`src/rtl/pir_alarm_ctrl_n.sv`:
```
// N-channel PIR motion-alarm controller: per-channel debounce, sticky LEDs, timed buzzer,
// post-alarm holdoff, plus peak reading / source and saturating alarm-event statistics.
module pir_alarm_ctrl_n #(
  parameter int unsigned N_SENSORS      = 3,
  parameter int unsigned SENSOR_W       = 7,
  parameter int unsigned THRESHOLD      = 50,
  parameter int unsigned HIT_COUNT      = 3,
  parameter int unsigned BUZZ_CYCLES    = 100,
  parameter int unsigned HOLDOFF_CYCLES = 8,
  parameter int unsigned EVT_W          = 8
) (
  input  logic                               clk,
  input  logic                               rst,
  input  logic                               arm,
  input  logic                               stop_alarm,
  input  logic                               clear_stats,
  input  logic [N_SENSORS*SENSOR_W-1:0]      sensor_data,
  output logic [N_SENSORS-1:0]               led,
  output logic                               buzzer,
  output logic [$clog2(N_SENSORS+1)-1:0]     active_count,
  output logic [SENSOR_W-1:0]                peak_value,
  output logic [$clog2(N_SENSORS+1)-1:0]     peak_sensor,
  output logic [EVT_W-1:0]                   event_count,
  output logic [1:0]                         state_o
);

  localparam int unsigned IDX_W = $clog2(N_SENSORS + 1);
  localparam int unsigned HIT_W = $clog2(HIT_COUNT + 1);
  localparam int unsigned TMR_W = $clog2(BUZZ_CYCLES + 1);
  localparam int unsigned HLD_W = $clog2(HOLDOFF_CYCLES + 1);

  localparam logic [SENSOR_W-1:0] THR       = SENSOR_W'(THRESHOLD);
  localparam logic [HIT_W-1:0]    HIT_LAST  = HIT_W'(HIT_COUNT - 1);
  localparam logic [TMR_W-1:0]    BUZZ_LAST = TMR_W'(BUZZ_CYCLES - 1);
  localparam logic [HLD_W-1:0]    HOLD_LAST = HLD_W'(HOLDOFF_CYCLES - 1);

  typedef enum logic [1:0] {
    S_DISARMED = 2'd0,
    S_ARMED    = 2'd1,
    S_ALARM    = 2'd2,
    S_HOLDOFF  = 2'd3
  } state_t;

  state_t               state, state_n;
  logic [HIT_W-1:0]     hit_cnt [N_SENSORS];
  logic [TMR_W-1:0]     timer;
  logic [HLD_W-1:0]     hold_cnt;
  logic [N_SENSORS-1:0] hot, qual, led_n;
  logic [IDX_W-1:0]     led_pop, cand_idx;
  logic [SENSOR_W-1:0]  rd, cand_val;
  logic                 counting;

  assign counting = (state == S_ARMED) || (state == S_ALARM);
  assign state_o  = state;

  // Per-channel hot/qualify flags and the max reading (lowest index wins ties).
  always_comb begin
    hot      = '0;
    qual     = '0;
    rd       = '0;
    cand_val = sensor_data[SENSOR_W-1:0];
    cand_idx = IDX_W'(1);
    for (int i = 0; i < int'(N_SENSORS); i++) begin
      rd      = sensor_data[i*SENSOR_W +: SENSOR_W];
      hot[i]  = (rd >= THR);
      qual[i] = hot[i] && (hit_cnt[i] == HIT_LAST);
      if (rd > cand_val) begin
        cand_val = rd;
        cand_idx = IDX_W'(i + 1);
      end
    end
  end

  // LED mask if the next state is ALARM: fresh mask on entry, accumulated while staying.
  always_comb begin
    led_n   = (state == S_ALARM) ? (led | qual) : qual;
    led_pop = '0;
    for (int i = 0; i < int'(N_SENSORS); i++) begin
      led_pop = led_pop + IDX_W'(led_n[i]);
    end
  end

  always_comb begin
    state_n = state;
    case (state)
      S_DISARMED: if (arm) state_n = S_ARMED;
      S_ARMED: begin
        if (!arm)       state_n = S_DISARMED;
        else if (|qual) state_n = S_ALARM;
      end
      S_ALARM: begin
        if (!arm)                                state_n = S_DISARMED;
        else if (stop_alarm || timer == BUZZ_LAST) state_n = S_HOLDOFF;
      end
      default: begin
        if (!arm)                   state_n = S_DISARMED;
        else if (hold_cnt == HOLD_LAST) state_n = S_ARMED;
      end
    endcase
  end

  always_ff @(posedge clk or posedge rst) begin
    if (rst) begin
      state        <= S_DISARMED;
      timer        <= '0;
      hold_cnt     <= '0;
      led          <= '0;
      buzzer       <= 1'b0;
      active_count <= '0;
      peak_value   <= '0;
      peak_sensor  <= '0;
      event_count  <= '0;
      for (int i = 0; i < int'(N_SENSORS); i++) hit_cnt[i] <= '0;
    end else begin
      state <= state_n;
      for (int i = 0; i < int'(N_SENSORS); i++) begin
        if (counting && hot[i])
          hit_cnt[i] <= (hit_cnt[i] == HIT_LAST) ? hit_cnt[i] : hit_cnt[i] + HIT_W'(1);
        else
          hit_cnt[i] <= '0;
      end
      timer    <= (state == S_ALARM)   ? timer + TMR_W'(1)    : '0;
      hold_cnt <= (state == S_HOLDOFF) ? hold_cnt + HLD_W'(1) : '0;

      // Indicators are live only while the alarm is active.
      if (state_n == S_ALARM) begin
        led          <= led_n;
        buzzer       <= 1'b1;
        active_count <= led_pop;
      end else begin
        led          <= '0;
        buzzer       <= 1'b0;
        active_count <= '0;
      end

      if (clear_stats) begin
        peak_value  <= '0;
        peak_sensor <= '0;
        event_count <= '0;
      end else begin
        if (state == S_ARMED && state_n == S_ALARM && event_count != '1)
          event_count <= event_count + EVT_W'(1);
        if (state_n == S_ALARM && cand_val > peak_value) begin
          peak_value  <= cand_val;
          peak_sensor <= cand_idx;
        end
      end
    end
  end

endmodule

```
`config.mk`:
```
export PLATFORM = sky130hd
export DESIGN_NAME = pir_alarm_ctrl_n
export DESIGN_NICKNAME = d
export VERILOG_FILES = /design/src/rtl/pir_alarm_ctrl_n.sv
export SDC_FILE = /design/constraint.sdc
export NUM_CORES = 1
export LEC_CHECK = 0
export ABC_AREA = 1
export CAP_MARGIN = 0
export CORE_MARGIN = 2
export CORE_UTILIZATION = 55
export CTS_BUF_LIST = sky130_fd_sc_hd__clkbuf_4 sky130_fd_sc_hd__clkbuf_8 sky130_fd_sc_hd__clkbuf_16
export DETAILED_ROUTE_END_ITERATION = 12
export PLACE_DENSITY = 0.88
export SKIP_CTS_REPAIR_TIMING = 1
export SLEW_MARGIN = 0
export SYNTH_ARGS = -nofsm -noshare
export SYNTH_HDL_FRONTEND = slang
export SYNTH_SLANG_ARGS = --single-unit
```
`constraint.sdc`:
```
create_clock -name clk -period 4.6 [get_ports clk]
set_input_delay 0.92 -clock clk [delete_from_list [all_inputs] [get_ports clk]]
set_output_delay 0.92 -clock clk [all_outputs]
set_load 0.01 [all_outputs]
```
Word-level counts from Yosys, hierarchy flattened
Index checks and enable logic that the tools add are counted.
Cells by class
  add/subtract/negate cells: 8
  $lt $le $gt $ge: 6
  equal/unequal tests: 13
  muxes and demuxes: 30
  bitwise logic cells: 1
  reduce and logical (&&, ||, !) cells: 15
Operators with widths (count)
  2-bit two-way mux: 18
  7-bit two-way mux: 5
  7-bit by 6-bit >= comparator with 1-bit output (second input constant): 3
  7-bit > comparator: 3
  8-bit two-way mux: 2
  2-bit == test (second input constant): 6
  1-bit logical AND: 9
  8-bit by 1-bit adder with 8-bit output (second input constant): 1
  8-bit inequality test (second input constant): 1
  7-bit by 1-bit adder with 7-bit output (second input constant): 1
  7-bit == test (second input constant): 1
  2-bit by 1-bit adder with 2-bit output (second input constant): 3
  3-bit two-way mux: 2
  2-bit inequality test (second input constant): 3
  2-bit one-hot mux with 3 select lines: 1
  4-bit by 1-bit adder with 4-bit output (second input constant): 1
  4-bit by 3-bit == test with 1-bit output (second input constant): 1
  4-bit two-way mux: 1
  2-bit nonzero test: 2
  3-bit bitwise OR: 1
  3-bit OR reduction: 1
  1-bit by 1-bit adder with 2-bit output: 1
  2-bit by 1-bit adder with 2-bit output: 1
  2-bit by 1-bit == test with 1-bit output (second input constant): 1
  3 further kinds: 4
Storage, ports and cells
  register bits after elaboration: 42
  output and inout bits: 25
  logic and storage cells: 85

Logic depth before layout (Yosys ltp)
  depth after elaboration: 11
  gate-level depth with buffers: 30
  gate-level depth less buffers: 28

Worst setup path before layout
Ideal clock, no wire load.
  kind: input to register
  from: input sensor_data[2]
  to: register peak_sensor[0]
  library setup time: 66 ps
  data arrival time: 4293 ps
  required time: 4534 ps
  setup slack: 241 ps
  stages on the path: 29
  path buffers: 2
  path through: inv_1 ha_1 a21oi_1 o21ai_1 nand2_1 nand2_1 nand2_2 buf_6 nand2_1 o21ai_1 ha_1 a21oi_1 o21ai_1 nand2_1 o211ai_1 nand2_1 inv_2 buf_2 nand2_1 o21ai_1 ha_1 nand2_1 clkinv_1 nand3_1 nor4b_1 a31oi_4 nand4_2 nand3_1 nand2_1
Between the ends
  cells in the longest elaborated chain, start to end: 9
Ends and longest elaborated chain
  start: declaration: RTL line 17  | input logic [N_SENSORS*SENSOR_W-1:0] sensor_data,
  parallel branches: the longest is 9 deep, another holds 7-bit > comparator
  end signal: assignment: RTL line 145  | peak_sensor <= cand_idx;
  end: declaration: RTL line 22  | output logic [$clog2(N_SENSORS+1)-1:0] peak_sensor,
Several ways; the timed one is not identified. The select of a mux whose other input is x is not followed.
A chain may end at the register's enable or synchronous reset.

Worst setup path in the final report
  from: input sensor_data[4]
  to: register peak_sensor[0]
The elaborated chain is that of the path after synthesis.

==> impl_metrics.tcl <==
set metrics [dict create \
    min_to "hold_cnt[0]$_DFF_PP0_" \
    synth.distinct_cells 34 \
    vias 3164 \
    via_per_inst 5.93 \
    crit_path_max_incr_delay_ps 380 \
    nNetsFinal 521 \
    drtIter0Drc 392 \
    cts_num_sinks 42 \
    cts.path.max_buffers 2 \
    gr-usage-all-layers 0.245 \
    die_width_um 76.9 \
    coreArea_um2 5110 \
    synth_area_leader_cell "dfrtp_1" \
    fmax_mhz 215 \
    wl_um 8950 \
    insertion_delay_ps 300 \
    synth_top_area_share 0.360 \
    grt-ovfl-total 0 \
    synth_warnings 0 \
    hold_path_depth 1 \
    fin_total_pwr_mw 1.58 \
    final_cells 534 \
    r2r_cells 8 \
    chipHeight_um 76.9 \
    clkTransAtPathRegs_ps 80 \
    final_cell_mix "nand2_1 (75), dfrtp_1 (42), buf_4 (40)" \
    min_path_type "reg -> reg" \
    ir_drop_v 0.000183 \
    syn_area_per_cell_um2 7.87 \
    grt_pass1_wl_um 11900 \
    relSlewSlack 0.324 \
    die_area_um2 5910 \
    critPathMaxFanout 7 \
    synth_nets 429 \
    crit_top_cell "nand2_1" \
    drtAntennaViolNets 0 \
    min_period_over_period 1.01 \
    path_class "in -> reg" \
    critical-path-slowest-cell "ha_1" \
    diodes 0 \
    firstDrtPassIters 5 \
    setup_ws_ps -41.1 \
    synth_seq_cells 42 \
    endpoint_kind "register" \
    hold_violations 0 \
    h-tree-depth 2 \
    fill_cells 279 \
    synth_area_leaders "dfrtp_1 (36%), ha_1 (13%), nand2_1 (10%), inv_1 (5.3%), nand3_1 (5.0%)" \
    layout_commonest_cell "nand2_1" \
    power_density_nw_per_um2 379 \
    area_growth_pct 42.9 \
    r2r-start "hold_cnt[0]$_DFF_PP0_" \
    cp-start-kind "input pin" \
    cts_tree "yes" \
    finalClockSkew_ps 5.22 \
    rows 26 \
    post-route-util 0.817 \
    dp_cells 518 \
    post-route-min-period_ps 4640 \
    final_cell_area_um2 4170 \
    routedWlPerCell_um 16.8 \
    root_buffer "clkbuf_8" \
    status "finished, violations left" \
    r2r_end "peak_sensor[0]$_DFFE_PP0P_" \
    slew_viol_final 0 \
    syn_inst 371 \
    setup_viol 4 \
    violations "setup timing" \
    placed_cell_area_um2 3720 \
    tns_ps -131 \
    io_pins 51 \
    antenna_found_initial 0 \
    tightest_slew_ps 1010 \
    netlist_area_um2 2920 \
    numCtsBuffers 5 \
    ys_seq_area_frac 0.360 \
    dp.final_hpwl_um 5250 \
    arrival_ps 4820 \
    power_leakage_nw 2.16 \
    grt_max_degree 43 \
    reg2reg_slack_ps 2260 \
    hold_path_startpoint "hold_cnt[0]$_DFF_PP0_" \
    initial_core_util 0.572 \
    maxCapViolations 0 \
    drive_above_1_share 0.259 \
    grt_pass1_vias 2709 \
    place.port_buffers 50 \
    gp_congestion 0.910 \
    cp.required_ps 4780 \
    drc 0 \
]
-- where the power goes --
group / switching [mW] / internal, mW
clock network: 0.134 / 0.121
logic: 0.513 / 0.341
registers: 0.0503 / 0.420
-- how the worst max path moves through the flow --
stage,startpoint,endpoint,slack (ps)
2_1_floorplan,sensor_data[2],peak_sensor[0]$_DFFE_PP0P_,240
3_3_place_gp,sensor_data[6],peak_value[0]$_DFFE_PP0P_,-330
3_5_place_dp,sensor_data[2],peak_value[0]$_DFFE_PP0P_,-500
4_1_cts,sensor_data[2],peak_sensor[0]$_DFFE_PP0P_,-380
5_1_grt,sensor_data[4],peak_sensor[0]$_DFFE_PP0P_,-250
6_report,sensor_data[4],peak_sensor[0]$_DFFE_PP0P_,-40
-- per-layer routing --
| layer | vias up | share of wire | global-route usage | wire (um) |
|---|---|---|---|---|
| met2 | 211 | 0.52 | 0.453 | 4620 |
| met4 | 0 | 0.052 | 0.0836 | 465 |
| met5 | - | 0 | 0 | 0 |
| met3 | 50 | 0.075 | 0.0388 | 674 |
| met1 | 1477 | 0.36 | 0.285 | 3190 |
| li1 | 1426 | - | - | - |
-- area by class of cell --
cell class,instances,area (um^2),share of cell area
Multi-Input combinational cell,266,1870,0.449
Sequential cell,42,1050,0.252
Inverter,56,213,0.0510
Tap cell,70,87.6,0.0210
Clock buffer,6,82.6,0.0198
Timing Repair Buffer,91,847,0.203
Clock inverter,2,12.5,0.00300
Timing Repair inverter,1,7.51,0.00180
-- metrics by stage --
| step | setup slack [ps] | hold WS [ps] |
|---|---|---|
| 3_5_place_dp | -504 | 460 |
| 5_1_grt | -254 | 513 |
| 4_1_cts | -384 | 471 |
| 3_3_place_gp | -325 | 446 |
| 6_report | -41.1 | 498 |
| 2_1_floorplan | 241 | 430 |
-- registers in the layout, indices dropped and copies added, names as in the netlist --
name          flops
active_count      2
buzzer            1
event_count       8
hit_cnt           6
hold_cnt          4
led               3
peak_sensor       2
peak_value        7
state_o           2
timer             7
-- worst max-delay path, delay by kind of cell --
family	cells	cell delay, ps
AO/OA/AOI/OAI	5	620
adder cells (fa/ha/maj)	3	910
buffers and inverters	6	700
AND/OR/NAND/NOR	14	1680
-- cells in the mapped netlist, drive strengths merged --
cell type,number
a21oi,21
a31oi,1
and3,1
buf,5
clkbuf,3
clkinv,3
dfrtp,42
fa,1
ha,31
inv,53
nand2,86
nand3,30
nand3b,1
nand4,24
nor2,25
nor3,2
nor4b,1
o211ai,2
o21a,2
o21ai,26
o21bai,2
xor2,9
-- logic make-up after synthesis --
group                      Yosys count  share of synthesized area
and+or+nand+nor                    170                      0.275
xor gates and xnor gates             9                     0.0270
adders and majority gates           32                      0.140
AOI/OAI and AO/OA                   54                      0.110
buffers and inverters               64                     0.0883
DFF                                 42                      0.360
Note: power is estimated with default switching activity, not from simulation.
